--- config.mk ---
export PLATFORM = sky130hd
export DESIGN_NAME = find_best_q
export DESIGN_NICKNAME = d
export VERILOG_FILES = /design/src/rtl/find_best_pkg.sv /design/src/rtl/fxp_mul_sat.sv /design/src/rtl/find_best_q.sv
export SDC_FILE = /design/constraint.sdc
export NUM_CORES = 1
export LEC_CHECK = 0
export BUFFER_PORTS_ARGS = -buffer_cell sky130_fd_sc_hd__buf_4
export CAP_MARGIN = 0
export CORE_MARGIN = 2
export CORE_UTILIZATION = 30
export CTS_CLUSTER_SIZE = 24
export DETAILED_ROUTE_END_ITERATION = 16
export PLACE_DENSITY = 0.52
export SYNTH_ARGS = -nofsm -noshare
export SYNTH_HDL_FRONTEND = slang
export SYNTH_SLANG_ARGS = --single-unit
--- constraint.sdc ---
create_clock -name clock -period 18.08 [get_ports clock]
set_clock_uncertainty 0.15 [all_clocks]
set_input_delay 2.712 -clock clock [delete_from_list [all_inputs] [get_ports clock]]
set_output_delay 2.712 -clock clock [all_outputs]
set_load 0.01 [all_outputs]
--- src/rtl/find_best_pkg.sv ---
// Shared encodings and default constants for the find_best_q neighbour search.
package find_best_pkg;

    typedef logic [2:0] state_t;

    localparam state_t S_IDLE    = 3'd0;
    localparam state_t S_RD_CNT  = 3'd1;
    localparam state_t S_CAP_CNT = 3'd2;
    localparam state_t S_SCAN    = 3'd3;
    localparam state_t S_K_CALC  = 3'd4;
    localparam state_t S_RD_HCM  = 3'd5;
    localparam state_t S_MUL     = 3'd6;
    localparam state_t S_DONE    = 3'd7;

    localparam logic MODE_MIN = 1'b0;
    localparam logic MODE_MAX = 1'b1;

    localparam int Q_FRAC_DEF      = 5;
    localparam int BATT_FRAC_DEF   = 15;
    localparam int NCOUNT_ADDR_DEF = 'h068A;
    localparam int QVAL_BASE_DEF   = 'h01C8;
    localparam int HCM_BASE_DEF    = 'h0648;

endpackage

--- src/rtl/fxp_mul_sat.sv ---
// Unsigned fixed-point multiply: drops FRAC fractional bits and saturates to
// all-ones when the scaled product does not fit in WIDTH bits.
module fxp_mul_sat #(
    parameter int WIDTH = 16,
    parameter int FRAC  = 5
) (
    input  logic [WIDTH-1:0] a_i,
    input  logic [WIDTH-1:0] b_i,
    output logic [WIDTH-1:0] y_o
);

    logic [2*WIDTH-1:0] product;
    logic [2*WIDTH-1:0] shifted;

    always_comb begin
        product = {{WIDTH{1'b0}}, a_i} * {{WIDTH{1'b0}}, b_i};
        shifted = product >> FRAC;
        if (shifted > {{WIDTH{1'b0}}, {WIDTH{1'b1}}}) begin
            y_o = '1;
        end else begin
            y_o = shifted[WIDTH-1:0];
        end
    end

endmodule

--- src/rtl/find_best_q.sv ---
// Scans up to MAX_NEIGHBORS q-values from memory for the min or max entry,
// then scales it by a battery-indexed HCM factor.
module find_best_q
    import find_best_pkg::*;
#(
    parameter int WORD_WIDTH    = 16,
    parameter int ADDR_WIDTH    = 16,
    parameter int Q_FRAC        = Q_FRAC_DEF,
    parameter int BATT_FRAC     = BATT_FRAC_DEF,
    parameter int HCM_LENGTH    = 11,
    parameter int MAX_NEIGHBORS = 32,
    parameter int NCOUNT_ADDR   = NCOUNT_ADDR_DEF,
    parameter int QVAL_BASE     = QVAL_BASE_DEF,
    parameter int HCM_BASE      = HCM_BASE_DEF,
    parameter int ADDR_STRIDE   = 2
) (
    input  logic                             clock,
    input  logic                             rst,
    input  logic                             start,
    input  logic                             mode,
    input  logic [WORD_WIDTH-1:0]            data_in,
    input  logic [WORD_WIDTH-1:0]            battery,
    output logic [ADDR_WIDTH-1:0]            address,
    output logic                             busy,
    output logic                             done,
    output logic                             best_valid,
    output logic [WORD_WIDTH-1:0]            best_q,
    output logic [$clog2(MAX_NEIGHBORS)-1:0] best_idx,
    output logic [WORD_WIDTH-1:0]            mybest
);

    localparam int IDX_W = $clog2(MAX_NEIGHBORS);
    localparam int CNT_W = $clog2(MAX_NEIGHBORS + 1);
    localparam int K_W   = $clog2(HCM_LENGTH);
    localparam int P_W   = WORD_WIDTH + 16;
    localparam logic [ADDR_WIDTH-1:0] STRIDE = ADDR_WIDTH'(ADDR_STRIDE);

    state_t                  state_q, state_d;
    logic                    mode_q, mode_d;
    logic [WORD_WIDTH-1:0]   batt_q, batt_d;
    logic [CNT_W-1:0]        n_q, n_d;
    logic [IDX_W-1:0]        j_q, j_d;
    logic [ADDR_WIDTH-1:0]   addr_q, addr_d;
    logic [WORD_WIDTH-1:0]   best_q_q, best_q_d;
    logic [IDX_W-1:0]        best_idx_q, best_idx_d;
    logic                    best_valid_q, best_valid_d;
    logic [WORD_WIDTH-1:0]   mybest_q, mybest_d;

    logic [CNT_W-1:0]        n_cap;
    logic                    better;
    logic                    scan_last;
    logic                    addr_more;
    logic [P_W-1:0]          batt_prod;
    logic [P_W-1:0]          k_sum;
    logic [K_W-1:0]          k_clamp;
    logic [ADDR_WIDTH-1:0]   hcm_addr;
    logic [WORD_WIDTH-1:0]   mul_y;

    fxp_mul_sat #(
        .WIDTH (WORD_WIDTH),
        .FRAC  (Q_FRAC)
    ) u_mul (
        .a_i (best_q_q),
        .b_i (data_in),
        .y_o (mul_y)
    );

    // k = ceil((HCM_LENGTH-1) * battery) in integer units, clamped to the last entry.
    always_comb begin
        batt_prod = P_W'(batt_q) * P_W'(HCM_LENGTH - 1);
        k_sum     = (batt_prod >> BATT_FRAC) + P_W'(|batt_prod[BATT_FRAC-1:0]);
        k_clamp   = (k_sum > P_W'(HCM_LENGTH - 1)) ? K_W'(HCM_LENGTH - 1) : K_W'(k_sum);
        hcm_addr  = ADDR_WIDTH'(HCM_BASE) + STRIDE * ADDR_WIDTH'(k_clamp);
    end

    always_comb begin
        n_cap     = (data_in > WORD_WIDTH'(MAX_NEIGHBORS)) ? CNT_W'(MAX_NEIGHBORS)
                                                           : CNT_W'(data_in);
        better    = (mode_q == MODE_MIN) ? (data_in < best_q_q) : (data_in > best_q_q);
        scan_last = ((CNT_W+1)'(j_q) + (CNT_W+1)'(1)) == (CNT_W+1)'(n_q);
        addr_more = ((CNT_W+1)'(j_q) + (CNT_W+1)'(2)) < (CNT_W+1)'(n_q);
    end

    // NOTE: every next-state variable gets a default first so no path infers a latch.
    always_comb begin
        state_d      = state_q;
        mode_d       = mode_q;
        batt_d       = batt_q;
        n_d          = n_q;
        j_d          = j_q;
        addr_d       = addr_q;
        best_q_d     = best_q_q;
        best_idx_d   = best_idx_q;
        best_valid_d = best_valid_q;
        mybest_d     = mybest_q;

        case (state_q)
            S_IDLE: begin
                if (start) begin
                    state_d = S_RD_CNT;
                    mode_d  = mode;
                    batt_d  = battery;
                    addr_d  = ADDR_WIDTH'(NCOUNT_ADDR);
                end
            end
            S_RD_CNT: begin
                state_d = S_CAP_CNT;
                addr_d  = ADDR_WIDTH'(QVAL_BASE);
            end
            S_CAP_CNT: begin
                n_d          = n_cap;
                j_d          = '0;
                best_idx_d   = '0;
                best_valid_d = 1'b0;
                if (n_cap == '0) begin
                    state_d  = S_DONE;
                    best_q_d = '0;
                    mybest_d = '1;
                end else begin
                    state_d = S_SCAN;
                    if (mode_q == MODE_MIN) begin
                        best_q_d = '1;
                    end else begin
                        best_q_d = '0;
                    end
                    if (n_cap > CNT_W'(1)) begin
                        addr_d = addr_q + STRIDE;
                    end
                end
            end
            S_SCAN: begin
                // Address runs one word ahead of data_in and stops at the last entry.
                best_valid_d = 1'b1;
                if (better) begin
                    best_q_d   = data_in;
                    best_idx_d = j_q;
                end
                if (addr_more) begin
                    addr_d = addr_q + STRIDE;
                end
                if (scan_last) begin
                    state_d = S_K_CALC;
                end else begin
                    j_d = j_q + IDX_W'(1);
                end
            end
            S_K_CALC: begin
                state_d = S_RD_HCM;
                addr_d  = hcm_addr;
            end
            S_RD_HCM: state_d = S_MUL;
            S_MUL: begin
                state_d  = S_DONE;
                mybest_d = mul_y;
            end
            S_DONE:   state_d = S_IDLE;
            default:  state_d = S_IDLE;
        endcase
    end

    // NOTE: sequential state uses non-blocking assignments so all registers update together.
    always_ff @(posedge clock or posedge rst) begin
        if (rst) begin
            state_q      <= S_IDLE;
            mode_q       <= MODE_MIN;
            batt_q       <= '0;
            n_q          <= '0;
            j_q          <= '0;
            addr_q       <= ADDR_WIDTH'(NCOUNT_ADDR);
            best_q_q     <= '0;
            best_idx_q   <= '0;
            best_valid_q <= 1'b0;
            mybest_q     <= '1;
        end else begin
            state_q      <= state_d;
            mode_q       <= mode_d;
            batt_q       <= batt_d;
            n_q          <= n_d;
            j_q          <= j_d;
            addr_q       <= addr_d;
            best_q_q     <= best_q_d;
            best_idx_q   <= best_idx_d;
            best_valid_q <= best_valid_d;
            mybest_q     <= mybest_d;
        end
    end

    assign address    = addr_q;
    assign busy       = (state_q != S_IDLE) && (state_q != S_DONE);
    assign done       = (state_q == S_DONE);
    assign best_valid = best_valid_q;
    assign best_q     = best_q_q;
    assign best_idx   = best_idx_q;
    assign mybest     = mybest_q;

endmodule

# Word-level counts from Yosys, hierarchy flattened

Cells that the tools add are included.

Order comparisons: 7
Multipliers: 2
Add/subtract/negate cells: 6
Reductions and logical operators: 14
Equality and inequality tests: 17
Mux-type cells: 24

Operators by type and width:

| operator                | number |
|---|---|
| $mux W16                | 9 |
| $pmux W16 S5            | 1 |
| $pmux W16 S2            | 2 |
| $mul A16 B16 Y32        | 1 |
| $gt A27 B16 Y1 const B  | 1 |
| $pmux W3 S8             | 1 |
| $pmux W5 S2             | 2 |
| $mul A16 B3 Y19 const B | 1 |
| $add A16 B2 Y16 const B | 1 |
| $gt A16 B16 Y1          | 1 |
| $gt A16 B6 Y1 const B   | 1 |
| $lt A16 B16 Y1          | 1 |
| $ne A2 B2 Y1 const B    | 8 |
| $reduce_or A14 Y1       | 1 |
| $add A11 B5 Y12 const A | 1 |
| $eq A3 B3 Y1 const B    | 4 |
| $mux W5                 | 2 |
| $reduce_and A2 Y1       | 5 |
| $mux W3                 | 3 |
| $add A5 B1 Y6           | 1 |
| $add A5 B1 Y6 const B   | 1 |
| $add A5 B2 Y6 const B   | 1 |
| $eq A3 B2 Y1 const B    | 2 |
| $eq A6 B6 Y1            | 1 |
| 17 further kinds        | 18 |

Flip-flop bits (word level): 85
Output and inout bits: 56
Input port bits: 36
Logic and storage cells: 80

# Longest topological paths before layout

Word-level depth: 7
Mapped depth: 26
Gate-level depth less buffers: 23

# Modules after synthesis

Synthesis repeated with hierarchy kept, for this count alone.

Cells, all modules: 1616
Area total of the unflattened synthesis: 14391.3 um2

Modules (own cells, without submodules):

| module      | area an instance (um2) | cells an instance | instances | seq. area each (um2) |
|---|---|---|---|---|
| fxp_mul_sat | 8858.5                 | 1039              | 1         | 0.0 |
| find_best_q | 5532.8                 | 577               | 1         | 2128.3 |

# Least setup slack after synthesis

Ideal clock, no wire load.

Kind: input port to flip-flop
Start point: input data_in[3]
End point: register mybest_q[0] (netlist: mybest[0])
Buffers on the path: 3
Setup slack: 8.677 ns
Setup time: 0.080 ns
Required time: 17.850 ns
Cell stages on the path: 23
Arrival: 9.174 ns
Cells stage by stage: clkbuf_1 clkbuf_1 nand2_1 fa_1 fa_1 fa_1 inv_1 fa_1 fa_1 inv_1 fa_1 inv_1 ha_1 a21o_1 a221oi_2 o21ai_2 o41a_1 a21o_1 a2111o_1 nor4_4 nand4_4 buf_6 o22a_1

Longest elaborated chain between the ends: 5
Elaborated cells on any way between the ends: 9
Those cells by class: 1 x mul; 2 x order compare; 1 x eq/ne; 3 x mux; 2 x reduce/logical

Ends and longest elaborated chain:

| what                                                                     | line               | text |
|---|---|---|
| start, declared                                                          | find_best_q.sv:21  | `input logic [WORD_WIDTH-1:0] data_in,` |
| parallel branches: the longest is 5 deep, another holds $mul A16 B16 Y32 | --                 |  |
| end signal, assigned                                                     | find_best_q.sv:184 | `mybest_q <= mybest_d;` |
| end, declared                                                            | find_best_q.sv:47  | `logic [WORD_WIDTH-1:0] mybest_q, mybest_d;` |

Several ways; the timed one is not identified.
A chain may end at the register's enable or synchronous reset.

# Worst setup path in the final report

Start point: input data_in[7]
End point: register mybest_q[11] (netlist: mybest[11])

The elaborated chain is that of the path after synthesis.

==> results by group <==
Hold path
  • Hold path depth: 2
  • Hold Startpoint: n_q[0]
  • Min-delay worst type: reg -> reg
  • Hold path endpoint: n_q[0]

STA
  • FMAX: 106.1 MHz
  • Min cycle time layout: 9.421 ns
  • Unrepaired setup endpoints after global routing: no
  • Slew headroom: 23.65%
  • Worst Tran Pin Value: 1.138 ns
  • # setup viols final: 0
  • Fin. Hold Viols: 0
  • Max-slew violations: 0
  • Final TNS setup: 0 ns
  • Final period util: 52.11%

Critical path
  • Crit path DAT: 9.55 ns
  • CP required: 18.21 ns
  • Crit end category: flop
  • Reg2Reg Setup Slack: 10.22 ns
  • Critical path startpoint category: input pin
  • Crit-path max FO: 19
  • WS Path Type: in -> reg
  • Reg-to-reg endpoint: mybest[11]
  • R2R cell count: 23
  • Setup crit start: data_in[7]
  • Reg2reg start: best_q[7]

Global route
  • Number of global-route vias before repair: 11,914
  • First-pass GRT wire length: 66.96 mm
  • Largest net degree at the start of global routing: 52
  • Gr usage total: 17.06%
  • Overflow after GRT: 0
  • Initial antenna violation count: 0

Floorplan
  • Initial Util: 30.49%
  • Core area: 46,750 sq um
  • Die Height: 222.0 um
  • Rows: 79
  • DIE AREA: 49,270 sq um
  • Die width: 222.0 um
  • Top-level I/O count: 92

Synthesis
  • Syn nets: 1,985
  • Ys Warns: 0
  • Post-Syn Area: 14,250 sq um
  • #FFs+latches synth: 84
  • Yosys cell types: 69
  • Main synth FF type: dfrtp_1
  • Fraction of registers with async set/reset: 100.0%
  • Register area share after synthesis: 14.93%
  • Post-Syn Area per Cell: 9.004 sq um
  • Number of flops mapped to enable cells by yosys: 0
  • Cells after synthesis: 1,583

CTS
  • CTS Buf Count: 9
  • CTS Hold Bufs: 0
  • Postcts setup bufs: 0
  • Clock slew at reported path FFs: 0.08 ns
  • CTS root buffer: clkbuf_16
  • CTS tree: done
  • Clock buffer depth: 2
  • Skew-Pair Late Insertion Delay: 0.36 ns
  • Clk sinks: 84
  • CTS resizes: 0
  • Htree depth: 3

Placement
  • Port bufs: 90
  • DP Wirelength: 30.67 mm
  • Routability Congestion: 0.8698
  • Placed Area: 15,520 sq um

Run status
  • Status: completed

Routing
  • DRC errors left: 0
  • 1st-iter DRT viols: 668
  • Avg Vias per Cell: 4.914
  • Routed WL: 39.78 mm
  • DR WL/cell: 17.73 um
  • Antenna Nets Post-Route: 0
  • Via count: 11,022
  • First-pass DRT Iterations: 4

Finish
  • Final instance area: 15,800 sq um
  • # diodes: 0
  • Layout cell share with drive strength beyond 1: 11.55%
  • Final #Nets: 2,033
  • Area Overhead vs Synth: 10.83%

Job
  • MaxCap Viol Count: 0
-- routing by layer --
layer	track usage, %	vias to the layer above	part of all wire, %
met5	0	-	0
met4	3.008	0	1.0
met3	2.770	21	5.1
met2	27.56	248	46
met1	24.26	5546	48
li1	-	5207	-
-- layout make-up --
| class | instances | area (sq um) |
|---|---|---|
| clock buffers | 10 | 229.0 |
| flip-flops and latches | 84 | 2128 |
| well taps | 607 | 759.5 |
| inverters | 275 | 1033 |
| multi-input cells | 1163 | 10860 |
| repair buffers | 98 | 735.7 |
| fillers | 4802 | 30960 |
| clock inverters | 6 | 47.55 |
-- critical path: stages --
cell	delay, ns
buf_4	0.25
ha_1	0.19
inv_1	0.06
fa_1	0.48
inv_1	0.05
fa_1	0.50
inv_1	0.05
fa_1	0.48
inv_1	0.06
fa_1	0.51
fa_1	0.55
inv_1	0.06
fa_1	0.60
inv_1	0.07
ha_1	0.35
and3_4	0.21
a221oi_2	0.32
o21ai_2	0.13
o41a_1	0.41
a21o_1	0.19
a2111o_1	0.44
nor4_4	0.31
nand4_4	0.28
o22a_1	0.27
-- worst max path at each step --
stage / to / slack [ns]
floorplan: mybest[0] / 8.68
global placement: mybest[1] / 8.43
detailed placement: mybest[5] / 8.37
CTS: mybest[11] / 8.70
global route: mybest[9] / 8.33
finish: mybest[11] / 8.66
-- cells in the mapped netlist (7+ instances only) --
library cell | n | area share (%)
nor2b_1 | 12 | 0.53
and2_1 | 118 | 5.2
nand2_1 | 187 | 4.9
mux2i_1 | 10 | 0.70
xnor2_1 | 28 | 1.7
o21ai_0 | 33 | 1.2
xor2_1 | 18 | 1.1
clkbuf_1 | 56 | 1.5
and3_1 | 18 | 0.79
o21bai_1 | 7 | 0.37
inv_1 | 274 | 7.2
a21o_1 | 26 | 1.4
dfrtp_1 | 63 | 11
mux2_2 | 35 | 2.8
a31oi_1 | 11 | 0.48
fa_1 | 194 | 27
nor2_1 | 57 | 1.5
nand4_1 | 10 | 0.44
nor3_1 | 19 | 0.67
dfstp_2 | 21 | 3.9
nand2b_1 | 8 | 0.35
nand3_1 | 25 | 0.88
o22a_1 | 16 | 0.98
ha_1 | 172 | 15
o21a_1 | 9 | 0.47
a21oi_1 | 60 | 2.1
-- through the flow --
stage	utilization [%]	cells	hold WS, ns	setup slack (ns)
floorplan	-	1583	0.2953	8.677
global placement	33.20	2227	0.3186	8.428
detailed placement	33.20	2227	0.3186	8.365
CTS	33.79	2243	0.3396	8.700
global route	33.79	2243	0.3615	8.327
finish	33.79	2243	0.3381	8.659
-- cell usage in the layout (no fill, tap or decap), drive strengths merged, types with 11 or more instances in the layout --
cell type	instances
a21o	26
a21oi	60
a31oi	11
and2	118
and3	19
buf	98
dfrtp	63
dfstp	21
fa	194
ha	172
inv	276
mux2	35
nand2	187
nand3	25
nand4	11
nor2	57
nor2b	12
nor3	19
o21ai	40
o22a	16
xnor2	28
xor2	18
-- registers in the layout, summed over array words and instances, names as in the netlist --
| signal | count |
|---|---|
| mode_q | 1 |
| mybest | 16 |
| j_q | 5 |
| best_valid | 1 |
| best_q | 16 |
| n_q | 6 |
| best_idx | 5 |
| batt_q | 16 |
| state_q | 3 |
| address | 15 |
-- kinds of logic (layout without fill, tap and decap cells) --
group | after synthesis | after routing | synth area share [%]
buffers and inverters | 336 | 389 | 8.945
adders and majority gates | 366 | 366 | 42.35
xor gates and xnor gates | 46 | 46 | 2.827
and+or+nand+nor | 481 | 481 | 16.82
DFF | 84 | 84 | 14.93
other | 1 | 1 | 0.02631
muxes | 45 | 45 | 3.467
AOI/OAI and AO/OA | 224 | 224 | 10.64
Power is left out: the tool's default activity adds up to more than one toggle a clock period on the data nets, which glitch-free logic cannot reach.
